### src/rtl/video_timing_gen_if.sv
// -----------------------------------------------------------------------------
// video_timing_gen_if
//   Pixel fetch bus between the raster generator and the upstream pixel source.
//   The generator issues a request with a column/row; the source returns the
//   24-bit {R,G,B} pixel a fixed number of cycles later. No back-pressure.
//
//   pix_req   generator -> source   request for the pixel at (pix_x, pix_y)
//   pix_x     generator -> source   requested column (12 bits)
//   pix_y     generator -> source   requested row (12 bits)
//   pix_data  source -> generator   {R,G,B}, valid a fixed latency after pix_req
//
//   master : the generator side.  slave : the pixel source side.
// -----------------------------------------------------------------------------
interface video_timing_gen_if;
  logic        pix_req;
  logic [11:0] pix_x;
  logic [11:0] pix_y;
  logic [23:0] pix_data;

  modport master (
    output pix_req,
    output pix_x,
    output pix_y,
    input  pix_data
  );

  modport slave (
    input  pix_req,
    input  pix_x,
    input  pix_y,
    output pix_data
  );
endinterface

### src/rtl/video_timing_gen.sv
// -----------------------------------------------------------------------------
// video_timing_gen
//   Raster timing and pixel generator for the HDMI output stage. Two 12-bit
//   counters walk the full raster; the active region is fetched from an
//   upstream source through a fixed-latency request bus, or replaced by an
//   internal test pattern. Every timing flag is delayed through a pipeline of
//   the same length as the pixel fetch so syncs, DE and pixels leave aligned.
//
// Ports
//   clk_pixel    pixel clock
//   reset        synchronous, active-high
//   pattern_sel  0 external pixels, 1 colour bars, 2 black, 3 white
//                (sampled only at raster position (0,0))
//   pix_bus      master side of the pixel fetch bus (pix_req/x/y, pix_data)
//   RED/GREEN/BLUE  pixel components, zero outside active video
//   HSYNC/VSYNC  syncs at the configured polarity
//   video_de     active video
//   frame_start  one-cycle pulse with output pixel (0,0)
//   line_start   one-cycle pulse with output pixel x=0 of each active line
//
// Counter state in cycle t appears on the outputs in cycle t+PIX_LATENCY+2.
// PIX_LATENCY must be in 1..4; horizontal and vertical totals must not
// exceed 4096.
// -----------------------------------------------------------------------------
module video_timing_gen #(
  parameter int H_ACTIVE    = 640,
  parameter int H_FP        = 16,
  parameter int H_SYNC      = 96,
  parameter int H_BP        = 48,
  parameter int V_ACTIVE    = 480,
  parameter int V_FP        = 10,
  parameter int V_SYNC      = 2,
  parameter int V_BP        = 33,
  parameter bit HS_POL      = 1'b0,
  parameter bit VS_POL      = 1'b0,
  parameter int PIX_LATENCY = 2
) (
  input  logic                      clk_pixel,
  input  logic                      reset,
  input  logic [1:0]                pattern_sel,
  video_timing_gen_if.master        pix_bus,
  output logic [7:0]                RED,
  output logic [7:0]                GREEN,
  output logic [7:0]                BLUE,
  output logic                      HSYNC,
  output logic                      VSYNC,
  output logic                      video_de,
  output logic                      frame_start,
  output logic                      line_start
);

  localparam int H_TOTAL = H_ACTIVE + H_FP + H_SYNC + H_BP;
  localparam int V_TOTAL = V_ACTIVE + V_FP + V_SYNC + V_BP;
  localparam int BAR_W   = H_ACTIVE / 8;

  // 13-bit compare limits so a boundary equal to 4096 still compares correctly
  localparam logic [12:0] H_ACT_END = 13'(H_ACTIVE);
  localparam logic [12:0] HS_START  = 13'(H_ACTIVE + H_FP);
  localparam logic [12:0] HS_END    = 13'(H_ACTIVE + H_FP + H_SYNC);
  localparam logic [12:0] V_ACT_END = 13'(V_ACTIVE);
  localparam logic [12:0] VS_START  = 13'(V_ACTIVE + V_FP);
  localparam logic [12:0] VS_END    = 13'(V_ACTIVE + V_FP + V_SYNC);
  localparam logic [11:0] H_LAST    = 12'(H_TOTAL - 1);
  localparam logic [11:0] V_LAST    = 12'(V_TOTAL - 1);

  // Per-pixel timing bundle carried from the request stage to the output.
  typedef struct packed {
    logic        de;   // active video
    logic        hs;   // hsync asserted (polarity not yet applied)
    logic        vs;   // vsync asserted (polarity not yet applied)
    logic        fs;   // pixel (0,0)
    logic        ls;   // x=0 of an active line
    logic        ext;  // take the pixel from pix_data rather than rgb
    logic [23:0] rgb;  // internal pattern colour
  } flags_t;

  // Colour bar palette, left to right.
  function automatic logic [23:0] bar_colour(input logic [2:0] bar);
    logic [23:0] c;
    case (bar)
      3'd0:    c = 24'hFFFFFF;
      3'd1:    c = 24'hFFFF00;
      3'd2:    c = 24'h00FFFF;
      3'd3:    c = 24'h00FF00;
      3'd4:    c = 24'hFF00FF;
      3'd5:    c = 24'hFF0000;
      3'd6:    c = 24'h0000FF;
      default: c = 24'h000000;
    endcase
    return c;
  endfunction

  // Bar index by threshold compare; the last bar absorbs the remainder of
  // H_ACTIVE/8 since nothing above bar 7 exists.
  function automatic logic [23:0] pattern_rgb(input logic [1:0] mode,
                                              input logic [11:0] h);
    logic [2:0]  bar;
    logic [23:0] c;
    bar = 3'd0;
    for (int i = 1; i < 8; i++) begin
      if ({1'b0, h} >= 13'(i * BAR_W)) bar = 3'(i);
    end
    case (mode)
      2'd1:    c = bar_colour(bar);
      2'd3:    c = 24'hFFFFFF;
      default: c = 24'h000000;
    endcase
    return c;
  endfunction

  logic [11:0] h_cnt_q, h_cnt_d;
  logic [11:0] v_cnt_q, v_cnt_d;
  logic [1:0]  mode_q, mode_d;
  logic [1:0]  mode_cur;
  logic        at_origin;
  logic        active;
  logic        hs_raw;
  logic        vs_raw;

  logic        pix_req_q, pix_req_d;
  logic [11:0] pix_x_q, pix_x_d;
  logic [11:0] pix_y_q, pix_y_d;

  flags_t      flags_q [0:PIX_LATENCY];
  flags_t      flags_d [0:PIX_LATENCY];

  logic [23:0] rgb_q, rgb_d;
  logic        hsync_q, hsync_d;
  logic        vsync_q, vsync_d;
  logic        de_q, de_d;
  logic        fs_q, fs_d;
  logic        ls_q, ls_d;

  // ---- stage 0: raster counters and decode ----
  always_comb begin
    h_cnt_d = h_cnt_q + 12'd1;
    v_cnt_d = v_cnt_q;
    if (h_cnt_q == H_LAST) begin
      h_cnt_d = 12'd0;
      v_cnt_d = (v_cnt_q == V_LAST) ? 12'd0 : v_cnt_q + 12'd1;
    end

    at_origin = (h_cnt_q == 12'd0) && (v_cnt_q == 12'd0);
    // The mode is latched at the top of the frame so a change never tears;
    // pixel (0,0) already uses the newly sampled value.
    mode_cur  = at_origin ? pattern_sel : mode_q;
    mode_d    = mode_cur;

    active = ({1'b0, h_cnt_q} < H_ACT_END) && ({1'b0, v_cnt_q} < V_ACT_END);
    hs_raw = ({1'b0, h_cnt_q} >= HS_START) && ({1'b0, h_cnt_q} < HS_END);
    // v_cnt only moves on the h_cnt wrap, so vsync edges land on h_cnt = 0.
    vs_raw = ({1'b0, v_cnt_q} >= VS_START) && ({1'b0, v_cnt_q} < VS_END);
  end

  // ---- stage 0 -> request stage ----
  always_comb begin
    pix_req_d = active && (mode_cur == 2'd0);
    pix_x_d   = pix_req_d ? h_cnt_q : pix_x_q;
    pix_y_d   = pix_req_d ? v_cnt_q : pix_y_q;

    flags_d[0].de  = active;
    flags_d[0].hs  = hs_raw;
    flags_d[0].vs  = vs_raw;
    flags_d[0].fs  = at_origin;
    flags_d[0].ls  = (h_cnt_q == 12'd0) && ({1'b0, v_cnt_q} < V_ACT_END);
    flags_d[0].ext = (mode_cur == 2'd0);
    flags_d[0].rgb = pattern_rgb(mode_cur, h_cnt_q);

    // Delay line matching the upstream fetch latency.
    for (int k = 1; k <= PIX_LATENCY; k++) begin
      flags_d[k] = flags_q[k-1];
    end
  end

  // ---- data stage: pix_data aligned with flags_q[PIX_LATENCY] -> output ----
  always_comb begin
    rgb_d = 24'h000000;
    if (flags_q[PIX_LATENCY].de) begin
      rgb_d = flags_q[PIX_LATENCY].ext ? pix_bus.pix_data : flags_q[PIX_LATENCY].rgb;
    end
    hsync_d = flags_q[PIX_LATENCY].hs ? HS_POL : ~HS_POL;
    vsync_d = flags_q[PIX_LATENCY].vs ? VS_POL : ~VS_POL;
    de_d    = flags_q[PIX_LATENCY].de;
    fs_d    = flags_q[PIX_LATENCY].fs;
    ls_d    = flags_q[PIX_LATENCY].ls;
  end

  always_ff @(posedge clk_pixel) begin
    if (reset) begin
      h_cnt_q   <= 12'd0;
      v_cnt_q   <= 12'd0;
      mode_q    <= 2'd0;
      pix_req_q <= 1'b0;
      pix_x_q   <= 12'd0;
      pix_y_q   <= 12'd0;
      for (int k = 0; k <= PIX_LATENCY; k++) begin
        flags_q[k] <= '0;
      end
      rgb_q     <= 24'h000000;
      hsync_q   <= ~HS_POL;
      vsync_q   <= ~VS_POL;
      de_q      <= 1'b0;
      fs_q      <= 1'b0;
      ls_q      <= 1'b0;
    end else begin
      h_cnt_q   <= h_cnt_d;
      v_cnt_q   <= v_cnt_d;
      mode_q    <= mode_d;
      pix_req_q <= pix_req_d;
      pix_x_q   <= pix_x_d;
      pix_y_q   <= pix_y_d;
      for (int k = 0; k <= PIX_LATENCY; k++) begin
        flags_q[k] <= flags_d[k];
      end
      rgb_q     <= rgb_d;
      hsync_q   <= hsync_d;
      vsync_q   <= vsync_d;
      de_q      <= de_d;
      fs_q      <= fs_d;
      ls_q      <= ls_d;
    end
  end

  assign pix_bus.pix_req = pix_req_q;
  assign pix_bus.pix_x   = pix_x_q;
  assign pix_bus.pix_y   = pix_y_q;

  assign RED         = rgb_q[23:16];
  assign GREEN       = rgb_q[15:8];
  assign BLUE        = rgb_q[7:0];
  assign HSYNC       = hsync_q;
  assign VSYNC       = vsync_q;
  assign video_de    = de_q;
  assign frame_start = fs_q;
  assign line_start  = ls_q;

endmodule

### src/flat_wrapper.sv
// flat-port wrapper written by rule: the top's interface ports become plain ports
module video_timing_gen_flat 
#(
  parameter int H_ACTIVE    = 640,
  parameter int H_FP        = 16,
  parameter int H_SYNC      = 96,
  parameter int H_BP        = 48,
  parameter int V_ACTIVE    = 480,
  parameter int V_FP        = 10,
  parameter int V_SYNC      = 2,
  parameter int V_BP        = 33,
  parameter bit HS_POL      = 1'b0,
  parameter bit VS_POL      = 1'b0,
  parameter int PIX_LATENCY = 2
)
  (clk_pixel, reset, pattern_sel, RED, GREEN, BLUE, HSYNC, VSYNC, video_de, frame_start, line_start, pix_bus_pix_req, pix_bus_pix_x, pix_bus_pix_y, pix_bus_pix_data);
  video_timing_gen_if pix_bus_i ();
  input  logic clk_pixel;
  input  logic reset;
  input  logic [1:0] pattern_sel;
  output logic [7:0] RED;
  output logic [7:0] GREEN;
  output logic [7:0] BLUE;
  output logic HSYNC;
  output logic VSYNC;
  output logic video_de;
  output logic frame_start;
  output logic line_start;
  output wire logic [$bits(pix_bus_i.pix_req)-1:0] pix_bus_pix_req;
  output wire logic [$bits(pix_bus_i.pix_x)-1:0] pix_bus_pix_x;
  output wire logic [$bits(pix_bus_i.pix_y)-1:0] pix_bus_pix_y;
  input wire logic [$bits(pix_bus_i.pix_data)-1:0] pix_bus_pix_data;
  assign pix_bus_pix_req = pix_bus_i.pix_req;
  assign pix_bus_pix_x = pix_bus_i.pix_x;
  assign pix_bus_pix_y = pix_bus_i.pix_y;
  assign pix_bus_i.pix_data = pix_bus_pix_data;
  video_timing_gen #(.H_ACTIVE(H_ACTIVE), .H_FP(H_FP), .H_SYNC(H_SYNC), .H_BP(H_BP), .V_ACTIVE(V_ACTIVE), .V_FP(V_FP), .V_SYNC(V_SYNC), .V_BP(V_BP), .HS_POL(HS_POL), .VS_POL(VS_POL), .PIX_LATENCY(PIX_LATENCY)) u_core (.clk_pixel(clk_pixel), .reset(reset), .pattern_sel(pattern_sel), .pix_bus(pix_bus_i), .RED(RED), .GREEN(GREEN), .BLUE(BLUE), .HSYNC(HSYNC), .VSYNC(VSYNC), .video_de(video_de), .frame_start(frame_start), .line_start(line_start));
endmodule
### config.mk
export PLATFORM = sky130hd
export DESIGN_NAME = video_timing_gen_flat
export DESIGN_NICKNAME = d
export VERILOG_FILES = /design/src/rtl/video_timing_gen_if.sv /design/src/rtl/video_timing_gen.sv /design/src/flat_wrapper.sv
export SDC_FILE = /design/constraint.sdc
export NUM_CORES = 1
export LEC_CHECK = 0
export BUFFER_PORTS_ARGS = -buffer_cell sky130_fd_sc_hd__buf_4
export CORE_MARGIN = 2
export CORE_UTILIZATION = 50
export CTS_CLUSTER_DIAMETER = 120
export DETAILED_ROUTE_END_ITERATION = 8
export GPL_ROUTABILITY_DRIVEN = 0
export PLACE_DENSITY = 0.74
export REMOVE_ABC_BUFFERS = 1
export SLEW_MARGIN = 10
export SYNTH_ARGS = -nofsm -noshare
export SYNTH_HDL_FRONTEND = slang
export SYNTH_SLANG_ARGS = --single-unit
### constraint.sdc
create_clock -name clk_pixel -period 4.65 [get_ports clk_pixel]
set_input_delay 0.93 -clock clk_pixel [delete_from_list [all_inputs] [get_ports clk_pixel]]
set_output_delay 0.93 -clock clk_pixel [all_outputs]
set_load 0.01 [all_outputs]
==> results.json <==
{
  "worstSetupEndpoint": "u_core.pix_bus.pix_y[5]$_SDFFE_PP0P_",
  "cellLeakagePower_nw": 1.97,
  "first_iter_violations": 117,
  "antenna_found_initial": 0,
  "async_reset_ff_share_pct": 0,
  "hold_path_depth": 1,
  "finalHoldViolations": 0,
  "netlist_area_um2": 4040,
  "hp-start": "u_core.flags_q[0][87]$_SDFF_PP0_",
  "grt_pass1_vias": 2686,
  "r2r_slack_ns": 1.65,
  "ys_ff_latch": 107,
  "cts.clk_slew.worst_paths_ns": 0.10,
  "gr-usage-all-layers_pct": 17.6,
  "avgRoutedWirePerCell_um": 12.5,
  "max_slew.worst_pin.slew_ns": 0.925,
  "io_pins": 82,
  "core_area_um2": 7770,
  "yosysTopAreaCellShare_pct": 53.0,
  "dp_hpwl_mm": 5.05,
  "crit_path_start_kind": "register",
  "viasPerCell": 4.95,
  "die_w_um": 93.9,
  "clk_latency_ns": 0.37,
  "cp-startpoint": "u_core.v_cnt_q[4]$_SDFFE_PP0P_",
  "start_util_pct": 52.0,
  "power_density_nw_per_um2": 342,
  "synthTopCellsByCount": "dfxtp_1 (107), nand2b_1 (42), nand2_1 (39)",
  "yosysMostFrequentCell": "dfxtp_1",
  "drv_cap": 0,
  "fin_skew_ns": 0.0137,
  "grt_max_degree": 78,
  "cts_tree": "built",
  "end_kind": "register",
  "ctsLongestPathBuffers": 2,
  "htreeDepth": 3,
  "synthFlopType": "dfxtp_1",
  "antenna_left": 0,
  "r2r-end": "u_core.pix_bus.pix_y[5]$_SDFFE_PP0P_",
  "die_area_um2": 8810,
  "root_buffer": "clkbuf_8",
  "cts-resized-gates": 0,
  "vias": 2946,
  "seq_area_um2": 2140,
  "clock_sinks": 107,
  "synth_cell_types": 43,
  "slew_headroom_pct": 38.2,
  "crit_top_cell": "or4_4",
  "drc_errors": 0,
  "critical_path.max_fanout": 24,
  "power_mw": 1.66,
  "post_cts_buffers": 0,
  "fin_nets": 520,
  "rr_worst_depth": 5,
  "numPortBuffers": 81,
  "max_freq_ghz": 0.333,
  "synthTopCellsByArea": "dfxtp_1 (53%), nand2b_1 (6.5%), mux2i_1 (5.0%)",
  "maxSlewViolCount": 0,
  "seq_area_frac_synth_pct": 53.0,
  "setup_viol": 0,
  "synth_edf_count": 0,
  "fp.dieH_um": 93.9,
  "crit_family": "simple AND/OR/NAND/NOR gates",
  "synth_top_cell_by_area": "dfxtp_1",
  "arrival_ns": 3.30,
  "hold_buffers": 0,
  "syn_avg_cell_area_um2": 9.55,
  "cpMaxStageDelayCell": "a21oi_4",
  "place_ws_ns": 1.63,
  "cp.required_ns": 4.95,
  "regToRegStartpoint": "u_core.v_cnt_q[4]$_SDFFE_PP0P_",
  "min-delay-path-class": "register to register",
  "area_delta_synth_final_pct": 20.4,
  "layout-drive-gt1-share_pct": 21.7,
  "tns_ns": 0,
  "yosysWarnings": 0,
  "multi_input_area_um2": 1730,
  "fin_ws_ns": 1.65,
  "status": "completed",
  "cp.depth": 5,
  "rsz0062_at_grt": "no",
  "rows": 32,
  "num_antenna_cells": 0,
  "drtPass1Iterations": 4,
  "crit_type": "register to register",
  "critPathMaxStageDelay_ns": 0.75,
  "fin_crit_sh_pct": 64.6,
  "cp_num_buf_inv": 0,
  "fin_crit_ns": 3.00,
  "drt-total-wl_mm": 7.44,
  "grt.overflow.total": 0,
  "ir_drop_uv": 169,
  "numCtsBuffers": 9,
  "worstPathCellList": "or4_4 > or4_4 > or4_4 > a21oi_4 > mux2i_1",
  "grt_pass1_wl_mm": 12.2,
  "syn_inst": 423,
  "fill_cells": 665
}
state kept, by name (all words and copies together) (netlist names):
register / flops
u_core.frame_start: 1
u_core.HSYNC: 1
u_core.line_start: 1
u_core.h_cnt_q: 12
u_core.video_de: 1
u_core.VSYNC: 1
u_core.pix_bus.pix_req: 1
u_core.pix_bus.pix_x: 12
u_core.v_cnt_q: 12
u_core.pix_bus.pix_y: 12
u_core.flags_q: 27
u_core.rgb_q: 24
u_core.mode_q: 2
layout by cell type (no fill, tap or decap), drive strengths merged, types with 7 or more instances in the layout:
cell type  count
a21oi         28
buf           81
clkbuf         9
dfxtp        107
inv           13
mux2i         20
nand2         39
nand2b        42
nand4          8
nor2          35
nor2b         20
nor3           7
o21ai          9
xor2          13
worst reg2reg max path, stage by stage, from the launching register on:
cell	delay, ns
dfxtp_1	0.37
or4_4	0.55
or4_4	0.53
or4_4	0.45
a21oi_4	0.75
mux2i_1	0.28
kinds of logic (layout without fill, tap and decap cells):
logic type	Yosys count	after routing	share of synthesized area, %
compound gates	47	47	6.78
xor+xnor	19	19	4.12
fa+ha+maj	6	6	1.73
buf+inv	36	106	4.03
flops	107	107	53.0
mux	20	20	4.96
simple gates	188	188	25.3
per-stage QoR:
step	std cells	utilization [%]	cell area (um2)	hold slack [ns]
2_1_floorplan	396	-	3910	0.355
3_3_place_gp	579	59.8	4650	0.362
3_5_place_dp	579	59.8	4650	0.362
4_1_cts	595	62.6	4860	0.385
5_1_grt	595	62.6	4860	0.401
6_report	595	62.6	4860	0.382
area by class of cell:
class / instances / share of cell area [%]
Timing Repair Buffer: 81 / 12.5
Sequential cell: 107 / 44.1
Clock inverter: 7 / 1.88
Inverter: 9 / 0.695
Clock buffer: 9 / 2.55
Tap cell: 102 / 2.63
Multi-Input combinational cell: 280 / 35.7
where the power goes:
group	switching (mW)	internal, mW
combinational	0.0612	0.0609
sequential	0.0105	0.937
clock	0.329	0.263
total	0.401	1.26
worst min path at each step:
stage	endpoint	slack (ns)
6_report	u_core.VSYNC$_SDFF_PP1_	0.38
3_5_place_dp	u_core.VSYNC$_SDFF_PP1_	0.36
2_1_floorplan	u_core.HSYNC$_SDFF_PP1_	0.36
3_3_place_gp	u_core.VSYNC$_SDFF_PP1_	0.36
5_1_grt	u_core.VSYNC$_SDFF_PP1_	0.40
4_1_cts	u_core.VSYNC$_SDFF_PP1_	0.39
routing by layer:
| layer | share of wire [%] | global-route usage, % | wire length, um | vias up |
|---|---|---|---|---|
| met5 | 0 | 0 | 0 | - |
| met4 | 1.6 | 7.25 | 122 | 0 |
| met2 | 46 | 28.9 | 3420 | 78 |
| li1 | - | - | - | 1524 |
| met3 | 6.7 | 4.74 | 498 | 11 |
| met1 | 46 | 21.8 | 3400 | 1333 |
(Power assumes the default switching activity.)
